===== src/rtl/div_ramp_ctrl.sv =====
`default_nettype none
// ============================================================================
// Module      : div_ramp_ctrl
// Description : Ramps a clock divider's divide value toward a requested
//               target in bounded steps, retargeting only at divider period
//               boundaries, with settle time, abort and edge-loss timeout.
// Revision    : 1.0 - initial release
// ============================================================================
module div_ramp_ctrl #(
   parameter int unsigned DEFAULT_DIV    = 4,
   parameter int unsigned DIV_MIN        = 2,
   parameter int unsigned DIV_MAX        = 1024,
   parameter int unsigned STEP           = 4,
   parameter int unsigned SETTLE_PERIODS = 2,
   parameter int unsigned TIMEOUT        = 4096
) (
   input  logic        clk_in,
   input  logic        rst,
   input  logic        req_valid,
   output logic        req_ready,
   input  logic [31:0] req_div,
   input  logic        abort,
   input  logic        div_clk_out,
   output logic [31:0] div_val,
   output logic        busy,
   output logic        done,
   output logic        err
);

   // Counter widths: settle counter holds 0..SETTLE_PERIODS, timeout
   // counter holds 0..TIMEOUT-1.
   localparam int unsigned SW = (SETTLE_PERIODS < 1) ? 1 : $clog2(SETTLE_PERIODS + 1);
   localparam int unsigned TW = (TIMEOUT < 2) ? 1 : $clog2(TIMEOUT);

   localparam logic [31:0]    DEFAULT_VAL   = 32'(DEFAULT_DIV);
   localparam logic [31:0]    MIN_VAL       = 32'(DIV_MIN);
   localparam logic [31:0]    MAX_VAL       = 32'(DIV_MAX);
   localparam logic [31:0]    STEP_VAL      = 32'(STEP);
   localparam logic [SW-1:0]  SETTLE_ONE    = SW'(1);
   localparam logic [SW-1:0]  SETTLE_RELOAD = SW'(SETTLE_PERIODS);
   localparam logic [TW-1:0]  TMO_LAST      = TW'(TIMEOUT - 1);
   localparam logic [TW-1:0]  TMO_ONE       = TW'(1);

   typedef enum logic [0:0] {
      ST_IDLE = 1'b0,
      ST_RAMP = 1'b1
   } state_t;

   state_t         state_q;
   logic [31:0]    div_val_q;
   logic [31:0]    target_q;
   logic [SW-1:0]  settle_q;
   logic [TW-1:0]  tmo_q;
   logic           prev_q;
   logic           done_q;
   logic           err_q;

   logic           div_edge;
   logic           req_in_range;
   logic           step_up;
   logic [31:0]    gap;
   logic [31:0]    delta;
   logic [31:0]    div_val_d;

   // Rising edge of the divider output marks a period boundary.
   assign div_edge     = div_clk_out & ~prev_q;
   assign req_in_range = (req_div >= MIN_VAL) && (req_div <= MAX_VAL);

   // Next divide value one step toward the target; delta never exceeds the
   // gap, so the result cannot overshoot or wrap.
   always_comb begin
      step_up   = (target_q > div_val_q);
      gap       = step_up ? (target_q - div_val_q) : (div_val_q - target_q);
      delta     = (gap > STEP_VAL) ? STEP_VAL : gap;
      div_val_d = step_up ? (div_val_q + delta) : (div_val_q - delta);
   end

   // Controller state machine with registered done/err pulses.
   always_ff @(posedge clk_in or posedge rst) begin
      if (rst) begin
         state_q   <= ST_IDLE;
         div_val_q <= DEFAULT_VAL;
         target_q  <= '0;
         settle_q  <= '0;
         tmo_q     <= '0;
         prev_q    <= 1'b0;
         done_q    <= 1'b0;
         err_q     <= 1'b0;
      end else begin
         prev_q <= div_clk_out;
         done_q <= 1'b0;
         err_q  <= 1'b0;
         case (state_q)
            ST_IDLE: begin
               if (req_valid) begin
                  if (!req_in_range) begin
                     err_q <= 1'b1;
                  end else if (req_div == div_val_q) begin
                     done_q <= 1'b1;
                  end else begin
                     target_q <= req_div;
                     // First edge after acceptance applies the first step.
                     settle_q <= SETTLE_ONE;
                     tmo_q    <= '0;
                     state_q  <= ST_RAMP;
                  end
               end
            end
            ST_RAMP: begin
               if (abort) begin
                  // Abort beats a coincident edge: no step, no pulse.
                  state_q <= ST_IDLE;
               end else if (div_edge) begin
                  tmo_q <= '0;
                  if (settle_q > SETTLE_ONE) begin
                     settle_q <= settle_q - SETTLE_ONE;
                  end else begin
                     div_val_q <= div_val_d;
                     settle_q  <= SETTLE_RELOAD;
                     if (div_val_d == target_q) begin
                        done_q  <= 1'b1;
                        state_q <= ST_IDLE;
                     end
                  end
               end else if (tmo_q == TMO_LAST) begin
                  // Divider stopped toggling: give up, keep current value.
                  err_q   <= 1'b1;
                  state_q <= ST_IDLE;
               end else begin
                  tmo_q <= tmo_q + TMO_ONE;
               end
            end
            default: begin
               state_q <= ST_IDLE;
            end
         endcase
      end
   end

   assign req_ready = (state_q == ST_IDLE);
   assign busy      = (state_q == ST_RAMP);
   assign div_val   = div_val_q;
   assign done      = done_q;
   assign err       = err_q;

endmodule
`default_nettype wire


===== config.mk =====
export PLATFORM = sky130hd
export DESIGN_NAME = div_ramp_ctrl
export DESIGN_NICKNAME = d
export VERILOG_FILES = /design/src/rtl/div_ramp_ctrl.sv
export SDC_FILE = /design/constraint.sdc
export NUM_CORES = 1
export LEC_CHECK = 0
export ABC_AREA = 1
export BUFFER_PORTS_ARGS = -buffer_cell sky130_fd_sc_hd__buf_2
export CELL_PAD_IN_SITES_DETAIL_PLACEMENT = 0
export CELL_PAD_IN_SITES_GLOBAL_PLACEMENT = 1
export CORE_MARGIN = 4
export CORE_UTILIZATION = 47
export DETAILED_ROUTE_END_ITERATION = 7
export PLACE_DENSITY = 0.95
export SLEW_MARGIN = 20
export SYNTH_ARGS = -nofsm -noshare
export SYNTH_HDL_FRONTEND = slang
export SYNTH_SLANG_ARGS = --single-unit

===== constraint.sdc =====
create_clock -name clk_in -period 15.2 [get_ports clk_in]
set_clock_uncertainty 0.2 [all_clocks]
set_input_delay 2.28 -clock clk_in [delete_from_list [all_inputs] [get_ports clk_in]]
set_output_delay 2.28 -clock clk_in [all_outputs]
set_load 0.01 [all_outputs]

Yosys cells after proc, flatten, opt, wreduce, memory -nomap -nowiden
Cells that the tools add are included.
Widths: inputs -> output; s select.
{"block": "classes", "n_addsub": 6, "order_cmp": 5, "eq_ne": 9, "mux": 40, "bitwise_logic": 6, "reduce_logical": 5}
{"op": "$mux 32", "count": 3}
{"op": "$sub 32x32->32", "count": 3}
{"op": "$mux 12", "count": 6}
{"op": "$eq 32x32->1", "count": 2}
{"op": "$add 32x32->32", "count": 1}
{"op": "$ge 32x2->1 const B", "count": 1}
{"op": "$gt 32x3->1 const B", "count": 1}
{"op": "$gt 32x32->1", "count": 1}
{"op": "$le 32x11->1 const B", "count": 1}
{"op": "$pmux 12 s2", "count": 1}
{"op": "$mux 1", "count": 20}
{"op": "$add 12x1->12 const B", "count": 1}
{"op": "$eq 12x12->1 const B", "count": 1}
{"op": "$mux 2", "count": 6}
{"op": "$reduce_and 5->1", "count": 2}
{"op": "$reduce_and 4->1", "count": 2}
{"op": "$ne 2x2->1 const B", "count": 3}
{"op": "$pmux 1 s2", "count": 3}
{"op": "$not 1->1", "count": 5}
{"op": "$ne 2x1->1 const B", "count": 2}
{"op": "$pmux 2 s2", "count": 1}
{"op": "$ne 3x3->1 const B", "count": 1}
{"op": "$gt 2x1->1 const B", "count": 1}
{"op": "$sub 2x1->2 const B", "count": 1}
{"op": "2 further kinds", "count": 2}
{"block": "word_totals", "reg_bits": 82, "out_inout_bits": 36, "wordCells": 79}

Depth between registers and ports, before layout
Gate-level depths: netlist of the first run.
{"block": "logic_depth", "depth_word": 12, "mapped_depth": 51}

Worst setup path before layout of the first run
OpenSTA, ideal clock, no wires.
{"block": "synth_path", "path_type": "reg-to-reg", "from": "reg div_val_q[0] (netlist: div_val[0])", "to": "reg state_q (netlist: busy)", "arrival_time_ps": 5740, "t_required_ps": 14875, "slack_ps": 9136, "stages_incl_launch_ff": 45, "n_path_buf": 2, "cell_sequence": "dfrtp_1 ha_1 fa_1 inv_1 nand2_1 nand2_1 nand2_1 nand2_2 nand2_2 nand2_4 nand2_2 a21boi_4 buf_6 nor2_1 nor2_1 nand2_1 nand2_1 nand4_1 [9 not listed] inv_1 nand2_1 nand2_1 nand2_1 nand3_1 a21boi_0 o21bai_1 xor2_1 nand2_1 nand2_1 a21oi_1 nand2_1 nor2_1 nand3_1 nor2_1 nand2_1 o21bai_1 nand2_1"}
{"block": "synth_via", "elab_chain_cells": 12}
{"item": "start, declared", "line_no": "50", "text": "logic [31:0] div_val_q;"}
{"item": "start signal, assigned", "line_no": "118", "text": "div_val_q <= div_val_d;"}
{"item": "$sub 32x32->32 / $gt 32x32->1 (equally long branches)", "line_no": "73, 72"}
{"item": "$mux 32", "line_no": "73", "text": "gap = step_up ? (target_q - div_val_q) : (div_val_q - target_q);"}
{"item": "$gt 32x3->1", "line_no": "74", "text": "delta = (gap > STEP_VAL) ? STEP_VAL : gap;"}
{"item": "$mux 32", "line_no": "74"}
{"item": "$sub 32x32->32 / $add 32x32->32 (equally long branches)", "line_no": "75", "text": "div_val_d = step_up ? (div_val_q + delta) : (div_val_q - delta);"}
{"item": "$mux 32", "line_no": "75"}
{"item": "$eq 32x32->1", "line_no": "120", "text": "if (div_val_d == target_q) begin"}
{"item": "$mux 1", "line_no": "120"}
{"item": "$mux 1", "line_no": "115", "text": "if (settle_q > SETTLE_ONE) begin"}
{"item": "$mux 1", "line_no": "113", "text": "end else if (div_edge) begin"}
{"item": "$mux 1", "line_no": "110", "text": "if (abort) begin"}
{"item": "$pmux 1 s2 (*)", "line_no": "93", "text": "case (state_q)"}
{"item": "end signal, assigned", "line_no": "105", "text": "state_q <= ST_RAMP;"}
{"item": "end signal, assigned", "line_no": "112", "text": "state_q <= ST_IDLE;"}
{"item": "end signal, assigned", "line_no": "122", "text": "state_q <= ST_IDLE;"}
{"item": "end, declared", "line_no": "49", "text": "state_t state_q;"}
Every way passes the cells marked *; elsewhere a longest branch is shown, timed or not.
A chain may end at the register's enable or synchronous reset.

Final worst setup path of the first run
{"block": "layout_path", "from": "reg div_val_q[2] (netlist: div_val[2])", "to": "reg state_q (netlist: busy)"}
Same word-level chain as after synthesis.

==> key figures, run 1 <==
Timing
  • Worst slew pin tran: 849 ps
  • Final setup margin: 7440 ps
  • Rel. slew slack: 0.433
  • RSZ-0062 raised after global routing: no
  • Final hold violations: 0
  • Fin. max-slew vios: 0
  • Final min period: 7760 ps
  • Max Freq: 0.129 GHz
  • # setup viols final: 0
  • Final period util: 0.510
  • Total Neg Setup Slack: 0 ps

Setup path
  • Crit-path most repeated cell: nand2_1
  • Kind of critical path: reg2reg
  • Worst endpoint required time: 15220 ps
  • CP Launch Type: flip-flop
  • Crit path max fanout: 25
  • Slowest stage cell, crit path: nand3_1
  • CP endpoint kind: flip-flop
  • Crit path arrival time: 7780 ps
  • Max stage delay on crit path: 640 ps

Synth
  • Area leader, netlist: nand2_1
  • Top_reg_cell synth: dfrtp_1
  • Netlist cell types: 45
  • Sequential area share after synthesis: 0.179
  • Async SR Flop Fraction: 1.00
  • Synth top area cells: nand2_1, dfrtp_1, inv_1
  • Post-synthesis sequential element count: 82
  • Syn Area/Cell: 5.67 um2
  • Post-Syn Area: 11500 um2
  • Cells after synthesis: 2028
  • Area share of the largest cell type after synthesis: 0.256
  • Net Count, Synth: 2164
  • EDFF count, synth: 0
  • Yosys warns: 0

Power
  • Clk pwr share: 0.311
  • Power per cell area: 63.7 nW/um2
  • Sw Share: 0.398
  • Total Power: 0.794 mW
  • Cell-internal power: 0.478 mW
  • Psw: 0.316 mW
  • Power share of the combinational group: 0.383
  • Sequential share of power: 0.306
  • Worst vdd ir: 0.0432 mV
  • Leak: 7.20 nW

Layout
  • Share of cells above drive strength 1: 0.0669
  • Most common cell after layout, fill and taps aside: nand2_1
  • Reg area: 2050 um2
  • Finished Layout Cells: 2411
  • Fin nets: 2223
  • Fill cells: 2536
  • Antenna Cells: 0
  • Most frequent cells in the layout: nand2_1, inv_1, nor2_1
  • Area occupied by multi-input gates: 7810 um2
  • Layout area overhead: 8.41%
  • Post-route cell area: 12500 um2

Global routing
  • Gr usage total: 0.300
  • Largest net degree at the start of global routing: 57
  • First-pass GRT wire length: 63.2 mm
  • Grt ovf: 0
  • Initial antenna violation count: 0
  • Vias in the first global route: 12000

Floorplanning
  • Chip height: 164 um
  • Die ar.: 27000 um2
  • CORE AREA: 23800 um2
  • DIE WIDTH: 164 um
  • Rows: 56
  • Starting Density: 0.484
  • IO Pins: 73

Placed design
  • Placed Instances: 2395
  • Detailed Place HPWL: 34.1 mm
  • PortBufs: 72
  • Gpl congestion: 0.998
  • Post-DP Area: 12100 um2
  • Dpl ws: 7650 ps

Clock network
  • CTS Buffer Depth: 2
  • Post-CTS Setup Inserts: 0
  • CTS buffer count: 9
  • CTS hold repair buffers: 0
  • Worst skew pair latency: 360 ps
  • Sink Count: 82
  • Clk root buf: clkbuf_16
  • Post-CTS Resized: 0
  • CTS tree: done
  • Max H-tree Level: 3
  • Clock slew at reported path FFs: 70 ps

Route
  • Wirelength per Cell: 16.7 um
  • Routed Antenna Nets: 0
  • Drt pass-1 iters: 6
  • DRT iter0 DRCs: 1034
  • Vias per inst: 5.25
  • Routed via count: 12700
  • Remaining DRCs: 0
  • Overall routed net length: 40.2 mm

Status
  • Outcome: finished, final reports clean

Min path
  • HP Class: reg2reg

Job
  • MaxCap Viol Count: 0
-- power by group through the flow --
| stage | clock, mW | combinational (mW) | sequential (mW) |
|---|---|---|---|
| 2_1_floorplan | 0 | 0.212 | 0.245 |
| 3_3_place_gp | 0 | 0.298 | 0.246 |
| 3_5_place_dp | 0 | 0.299 | 0.246 |
| 4_1_cts | 0.249 | 0.301 | 0.242 |
| 5_1_grt | 0.259 | 0.343 | 0.245 |
| 6_report | 0.247 | 0.304 | 0.243 |
-- path summary, 6_finish.rpt --
path / depth (start not counted) / slack (ps) / endpoint / from
setup / recovery: 40 / 7440 / busy / div_val[2]
hold / removal: 1 / 290 / tmo_q[4] / tmo_q[4]
setup reg to reg: 40 / 7440 / busy / div_val[2]
hold reg to reg: 1 / 290 / tmo_q[4] / tmo_q[4]
max in group asynchronous: 3 / 11940 / target_q[21] / rst
min in group asynchronous: 2 / 1720 / target_q[1] / rst
-- worst max-delay path, delay by kind of cell, from the launching register on --
| family | cells | cell delay (ps) |
|---|---|---|
| buf+inv | 3 | 200 |
| compound gates | 8 | 1940 |
| xor+xnor | 1 | 310 |
| simple gates | 25 | 3340 |
| fa+ha+maj | 3 | 1020 |
| flops | 1 | 630 |
-- cell usage after synthesis, types with 3 or more instances --
| library cell | instances |
|---|---|
| or2_2 | 12 |
| nor3_1 | 19 |
| nor4_1 | 15 |
| xor2_1 | 44 |
| dfrtp_1 | 81 |
| nand4_1 | 42 |
| nand2_1 | 783 |
| nor2_1 | 132 |
| buf_6 | 4 |
| clkbuf_1 | 14 |
| nand3b_1 | 4 |
| o21ai_0 | 74 |
| buf_2 | 3 |
| ha_1 | 96 |
| inv_2 | 5 |
| inv_1 | 385 |
| nand2_2 | 12 |
| xnor2_1 | 30 |
| a21oi_1 | 90 |
| a21o_1 | 3 |
| nand3_1 | 118 |
| o21bai_1 | 11 |
| clkbuf_2 | 3 |
| nor2_4 | 4 |
| nor2_2 | 6 |
| fa_1 | 3 |
| o21ai_1 | 4 |
| buf_4 | 5 |
-- area by class of cell --
class | instances | area share
flip-flops and latches | 82 | 0.165
well taps | 319 | 0.0320
inverters | 392 | 0.118
multi-input cells | 1525 | 0.627
clock inverters | 5 | 0.00693
clock buffers | 11 | 0.0195
repair buffers | 77 | 0.0319
-- per-stage QoR --
| step | hold slack (ps) | util |
|---|---|---|
| final | 291 | 0.525 |
| after detailed placement | 281 | 0.511 |
| after CTS | 296 | 0.525 |
| after global routing | 317 | 0.525 |
| after global placement | 277 | 0.511 |
| after floorplan | 262 | - |
-- kinds of logic (layout without fill, tap and decap cells) --
| logic type | count (synthesis) | count (layout) | share of synthesized area |
|---|---|---|---|
| and+or+nand+nor | 1156 | 1156 | 0.421 |
| buffers and inverters | 421 | 485 | 0.142 |
| AOI/OAI and AO/OA | 196 | 196 | 0.0923 |
| adders and majority gates | 99 | 99 | 0.110 |
| DFF | 82 | 82 | 0.179 |
| xor gates and xnor gates | 74 | 74 | 0.0564 |
-- state kept, by name (all words and copies together) (netlist names) --
register  count
err           1
settle_q      2
busy          1
target_q     32
prev_q        1
div_val      32
done          1
tmo_q        12
-- routing by layer --
layer	GRT usage	routed length, um	part of all wire
met3	0.0347	2650	0.066
met1	0.406	17900	0.44
met5	0	0	0
met2	0.489	18000	0.45
met4	0.119	1720	0.043
No activity file was read; power rests on OpenSTA's default activity.
==> run 2, diff against run 1 <==
Settings changed: CORE_UTILIZATION 47 to 39, PLACE_DENSITY 0.95 to 0.89.
Clock period 15.2 ns to 6.4 ns, I/O delays scaled along.
==> run 2 against run 1 <==
- non-clock buffer count up 138
- wire length up 4.7%
- fmax up 25%
- first-iteration DRC count up 14%
- critical path depth down 1
- register-to-register slack worse by 7200 ps
- die area up 19%
- sequential share of layout area down 2.2 points
- worst setup slack worse by 7200 ps
- largest cell class unchanged
- largest power group unchanged
- highest routed layer unchanged
==> key figures, run 2 (synthesized netlist as in run 1, its figures left out) <==
Setup path
  • Worst endpoint required time: 6430 ps (-8790 ps)
  • Crit-path most repeated cell: nand2_2
  • WP depth: 39 (-2.5%)
  • Max stage delay on crit path: 620 ps (-20 ps)
  • Crit path max fanout: 7 (-72%)
  • Reg2Reg Depth: 39 (-2.5%)
  • Crit path arrival time: 6230 ps (-1550 ps)
  • Kind of critical path: reg2reg
  • CP startpoint: div_val[0]
  • CP endpoint kind: flip-flop
  • Slowest stage cell, crit path: fa_2
  • Buf/Inv on CP: 3 (unchanged)
  • CP Launch Type: flip-flop
  • Crit path max-delay family: simple AND/OR/NAND/NOR gates
  • RR Startpoint: div_val[0]

Power
  • Clk pwr share: 0.281 (-0.030)
  • Worst vdd ir: 0.135 mV (+210%)
  • Psw: 0.824 mW (+160%)
  • Total Power: 2.03 mW (+160%)
  • Cell-internal power: 1.21 mW (+150%)
  • Leak: 8.01 nW (+11%)
  • Sequential share of power: 0.273 (-0.033)
  • Power share of the combinational group: 0.446 (+0.063)
  • Sw Share: 0.406 (+0.00772)
  • Power per cell area: 141 nW/um2 (+120%)

Layout
  • Post-route cell area: 14400 um2 (+15%)
  • Layout area overhead: 25.2%
  • Antenna Cells: 0 (unchanged)
  • Finished Layout Cells: 2614 (+8.4%)
  • Share of cells above drive strength 1: 0.188 (+0.121)
  • Fill cells: 2966 (+17%)
  • Most common cell after layout, fill and taps aside: nand2_1
  • Fin nets: 2361 (+6.2%)
  • Most frequent cells in the layout: nand2_1, inv_1, buf_4

Placed design
  • Post-DP Area: 13100 um2 (+7.9%)
  • Placed Instances: 2573 (+7.4%)
  • Gpl congestion: 1.01 (+0.97%)
  • PortBufs: 72 (unchanged)
  • Detailed Place HPWL: 34.9 mm (+2.5%)

Floorplanning
  • DIE WIDTH: 180 um (+9.3%)
  • Starting Density: 0.398 (-0.0856)
  • Chip height: 180 um (+9.3%)
  • CORE AREA: 28900 um2 (+21%)
  • Die ar.: 32300 um2 (+19%)
  • Rows: 62 (+11%)
  • IO Pins: 73 (unchanged)

Clock network
  • CTS tree: done
  • Sink Count: 82 (unchanged)
  • CTS buffer count: 9 (unchanged)
  • Clk root buf: clkbuf_16
  • Max H-tree Level: 3 (unchanged)
  • CTS Buffer Depth: 2 (unchanged)
  • Worst skew pair latency: 360 ps (about the same)
  • Clock slew at reported path FFs: 70 ps (about the same)

Timing
  • Final min period: 6200 ps (-1560 ps)
  • Total Neg Setup Slack: 0 ps (unchanged)
  • Final period util: 0.969 (+0.458)
  • Final hold violations: 0 (unchanged)
  • # setup viols final: 0 (unchanged)
  • Rel. slew slack: 0.252 (-0.180)
  • Worst slew pin tran: 1110 ps (+263 ps)
  • Max Freq: 0.161 GHz (+25%)
  • RSZ-0062 raised after global routing: yes
  • Hold slack: 302 ps (+10.9 ps)
  • Fin. max-slew vios: 0 (unchanged)

Global routing
  • Grt ovf: 0 (unchanged)
  • Gr usage total: 0.246 (-0.0543)
  • Vias in the first global route: 12400 (+3.6%)
  • Initial antenna violation count: 0 (unchanged)
  • First-pass GRT wire length: 64.2 mm (+1.5%)
  • Largest net degree at the start of global routing: 60 (+5.3%)

Route
  • Wirelength per Cell: 16.1 um (-3.5%)
  • Routed Antenna Nets: 0 (unchanged)
  • Overall routed net length: 42.1 mm (+4.7%)
  • DRT iter0 DRCs: 1181 (+14%)
  • Remaining DRCs: 0 (unchanged)
  • Drt pass-1 iters: 6 (unchanged)
  • Routed via count: 13300 (+4.8%)
  • Vias per inst: 5.08 (-3.3%)

Job
  • MaxCap Viol Count: 0 (unchanged)

Min path
  • HP Class: reg2reg
  • Hold Path Stages: 1 (unchanged)
  • HP Start: tmo_q[4]

Status
  • Outcome: finished, final reports clean
run 2: cell count changes in the layout (fill, tap and decap cells not counted), sizes merged:
cell and change:
bufinv -1, inv +3, clkinv -2, buf +138
run 2: metal layers:
| layer | wire (um) | global-route usage | up-vias |
|---|---|---|---|
| met1 | 18500 | 0.328 | 6048 |
| met5 | 0 | 0 | - |
| li1 | - | - | 6652 |
| met4 | 1910 | 0.119 | 0 |
| met3 | 2400 | 0.0164 | 101 |
| met2 | 19300 | 0.405 | 476 |
run 2: worst paths after layout:
kind | slack, ps | end
setup / recovery | 200 | busy
hold / removal | 300 | tmo_q[4]
setup reg to reg | 200 | busy
hold reg to reg | 300 | tmo_q[4]
max in group asynchronous | 4420 | target_q[23]
min in group asynchronous | 380 | div_val[0]
run 2: timing repair:
item | CTS | global route
hold buffers | 0 | 0
endpoints found under the setup margin | 2 | 10
gates resized for setup | 22 | 161
buffers inserted | 7 | 18
pin swaps | 9 | 64
run 2: layout make-up:
class                      instances  area (um2)  area share
tap                              384         480      0.0334
inverter                         392        1470       0.102
clock inverter                     5        67.6     0.00469
timing repair buffer             215        1460       0.102
multi-input combinational       1525        8600       0.598
sequential                        82        2060       0.143
clock buffer                      11         253      0.0176
run 2: power groups by stage:
stage / registers, mW / clock network [mW] / logic [mW]
2_1_floorplan: 0.581 / 0 / 0.503
3_3_place_gp: 0.563 / 0 / 0.783
3_5_place_dp: 0.565 / 0 / 0.791
4_1_cts: 0.555 / 0.577 / 0.810
5_1_grt: 0.557 / 0.598 / 0.998
6_report: 0.555 / 0.571 / 0.905
run 2: per-stage QoR:
step / utilization / setup WS (ps)
after floorplan: - / 336
after global routing: 0.499 / -115
after global placement: 0.454 / -189
after CTS: 0.469 / 2.66
final: 0.499 / 199
after detailed placement: 0.454 / -230
==> run 3, diff against run 2 <==
Settings changed: ABC_CLOCK_PERIOD_IN_PS set to 6400, SETUP_SLACK_MARGIN set to 0.4.
==> run 3 against run 2 <==
- combinational power grew 5.2%
- clock power shrank 9.1%
- wire length grew 2.1%
- core utilization grew 2.1 points
- sequential power is essentially flat
- cell count grew 0.84%
- critical endpoint unchanged
- worst setup slack lost 6.9 ps
- die area is the same
- register-to-register slack is essentially flat
- sequential share of layout area shrank 0.59 points
==> key figures, run 3 (synthesized netlist as in run 1, its figures left out) <==
Status
  • Outcome: finished, final reports clean

Min path
  • HP Class: reg2reg

Clock network
  • Max H-tree Level: 3 (unchanged)
  • Sink Count: 82 (unchanged)
  • CTS Buffer Depth: 2 (unchanged)
  • Clock slew at reported path FFs: 80 ps (about the same)
  • CTS tree: done
  • CTS buffer count: 9 (unchanged)
  • Clk root buf: clkbuf_16
  • Worst skew pair latency: 350 ps (about the same)

Timing
  • # setup viols final: 0 (unchanged)
  • Fin. max-slew vios: 0 (unchanged)
  • Max Freq: 0.161 GHz (-0.11%)
  • Final period util: 0.970 (+0.00108)
  • RSZ-0062 raised after global routing: yes
  • Total Neg Setup Slack: 0 ps (unchanged)
  • Rel. slew slack: 0.374 (+0.122)
  • Worst slew pin tran: 930 ps (-181 ps)
  • Final setup margin: 192 ps (-6.93 ps)
  • Final min period: 6210 ps (+6.92 ps)
  • Final hold violations: 0 (unchanged)
  • Hold slack: 308 ps (+5.36 ps)

Power
  • Power per cell area: 135 nW/um2 (-4.3%)
  • Sw Share: 0.418 (+0.0120)
  • Total Power: 2.03 mW (-0.19%)
  • Cell-internal power: 1.18 mW (-2.2%)
  • Worst vdd ir: 0.118 mV (-13%)
  • Sequential share of power: 0.274 (about the same)
  • Clk pwr share: 0.256 (-0.025)
  • Leak: 8.12 nW (+1.4%)
  • Power share of the combinational group: 0.470 (+0.024)
  • Psw: 0.847 mW (+2.8%)

Layout
  • Antenna Cells: 0 (unchanged)
  • Fin nets: 2383 (+0.93%)
  • Layout area overhead: 30.6%
  • Share of cells above drive strength 1: 0.227 (+0.0390)
  • Finished Layout Cells: 2636 (+0.84%)
  • Post-route cell area: 15000 um2 (+4.3%)
  • Most frequent cells in the layout: nand2_1, inv_1, buf_4
  • Fill cells: 2914 (-1.8%)
  • Most common cell after layout, fill and taps aside: nand2_1
  • Utilization after layout: 0.520 (+0.0213)

Global routing
  • First-pass GRT wire length: 66.1 mm (+2.9%)
  • Gr usage total: 0.251 (+0.00522)
  • Vias in the first global route: 12900 (+3.5%)
  • Largest net degree at the start of global routing: 56 (-6.7%)
  • Initial antenna violation count: 0 (unchanged)
  • Grt ovf: 0 (unchanged)

Floorplanning
  • CORE AREA: 28900 um2 (unchanged)
  • IO Pins: 73 (unchanged)
  • DIE WIDTH: 180 um (unchanged)
  • Starting Density: 0.398 (unchanged)
  • Chip height: 180 um (unchanged)
  • Rows: 62 (unchanged)
  • Die ar.: 32300 um2 (unchanged)

Setup path
  • CP endpoint kind: flip-flop
  • Slowest stage cell, crit path: dfrtp_1
  • Buf/Inv on CP: 5 (+2)
  • Kind of critical path: reg2reg
  • Crit path max fanout: 5 (-2)
  • Max stage delay on crit path: 350 ps (-270 ps)
  • Crit path arrival time: 6220 ps (about the same)
  • CP Launch Type: flip-flop
  • Worst endpoint required time: 6410 ps (-20 ps)
  • Crit path max-delay family: simple AND/OR/NAND/NOR gates

Placed design
  • Gpl congestion: 1.03 (+2.1%)
  • Post-DP Area: 13100 um2 (about the same)
  • Dpl ws: -283 ps (-53.2 ps)
  • Placed Instances: 2572 (-0.039%)
  • PortBufs: 72 (unchanged)
  • Detailed Place HPWL: 34.8 mm (-0.49%)

Route
  • Vias per inst: 5.16 (+1.7%)
  • Wirelength per Cell: 16.3 um (+1.3%)
  • Overall routed net length: 43.0 mm (+2.1%)
  • Remaining DRCs: 0 (unchanged)
  • Routed via count: 13600 (+2.5%)
  • DRT iter0 DRCs: 1140 (-3.5%)
  • Routed Antenna Nets: 0 (unchanged)
  • Drt pass-1 iters: 8 (+2)

Job
  • MaxCap Viol Count: 0 (unchanged)
[run 3: cell count changes in the layout (fill, tap and decap cells not counted), moves of 12 or more]
cell,before,now
nand2_2,45,66
ha_1,71,52
nor2_1,120,108
buf_4,140,154
nand2_1,744,721
a21oi_1,74,60
ha_4,18,38
a21oi_2,12,26
[run 3: repair_timing]
action,in CTS,in global routing
buffers inserted,32,14
hold buffers,0,0
gates cloned,1,1
endpoints found under the setup margin,9,7
pin swaps,38,56
gates resized for setup,126,148
[run 3: layer usage]
layer | routed length (um) | vias up | track usage | part of all wire
li1 | - | 6709 | - | -
met1 | 18300 | 6257 | 0.335 | 0.42
met2 | 20100 | 538 | 0.424 | 0.47
met3 | 2780 | 110 | 0.0166 | 0.065
met4 | 1860 | 0 | 0.0994 | 0.043
met5 | 0 | - | 0 | 0
[run 3: layout make-up]
cell class                 instances  area [um2]  share of cell area
clock buffer                       9         225              0.0150
timing repair buffer             236        1680               0.112
sequential                        82        2060               0.137
multi-input combinational       1526        9030               0.602
tap                              384         480              0.0320
inverter                         392        1470              0.0981
clock inverter                     7        68.8             0.00458
[run 3: power groups by stage]
stage                     Combinational [mW]  Sequential (mW)  Clock (mW)
after global placement                 0.783            0.563           0
after floorplan                        0.503            0.581           0
final                                  0.952            0.556       0.519
after CTS                              0.859            0.555       0.525
after detailed placement               0.790            0.565           0
after global routing                    1.04            0.558       0.547
[run 3: path summary, 6_finish.rpt]
check / cells past startpoint / from / to / slack, ps
worst min-delay path: 1 / tmo_q[4] / tmo_q[4] / 310
worst max-delay path: 41 / div_val[24] / busy / 190
worst min register to register: 1 / tmo_q[4] / tmo_q[4] / 310
worst max register to register: 41 / div_val[24] / busy / 190
min in group asynchronous: 2 / rst / target_q[1] / 410
max in group asynchronous: 3 / rst / target_q[25] / 4460
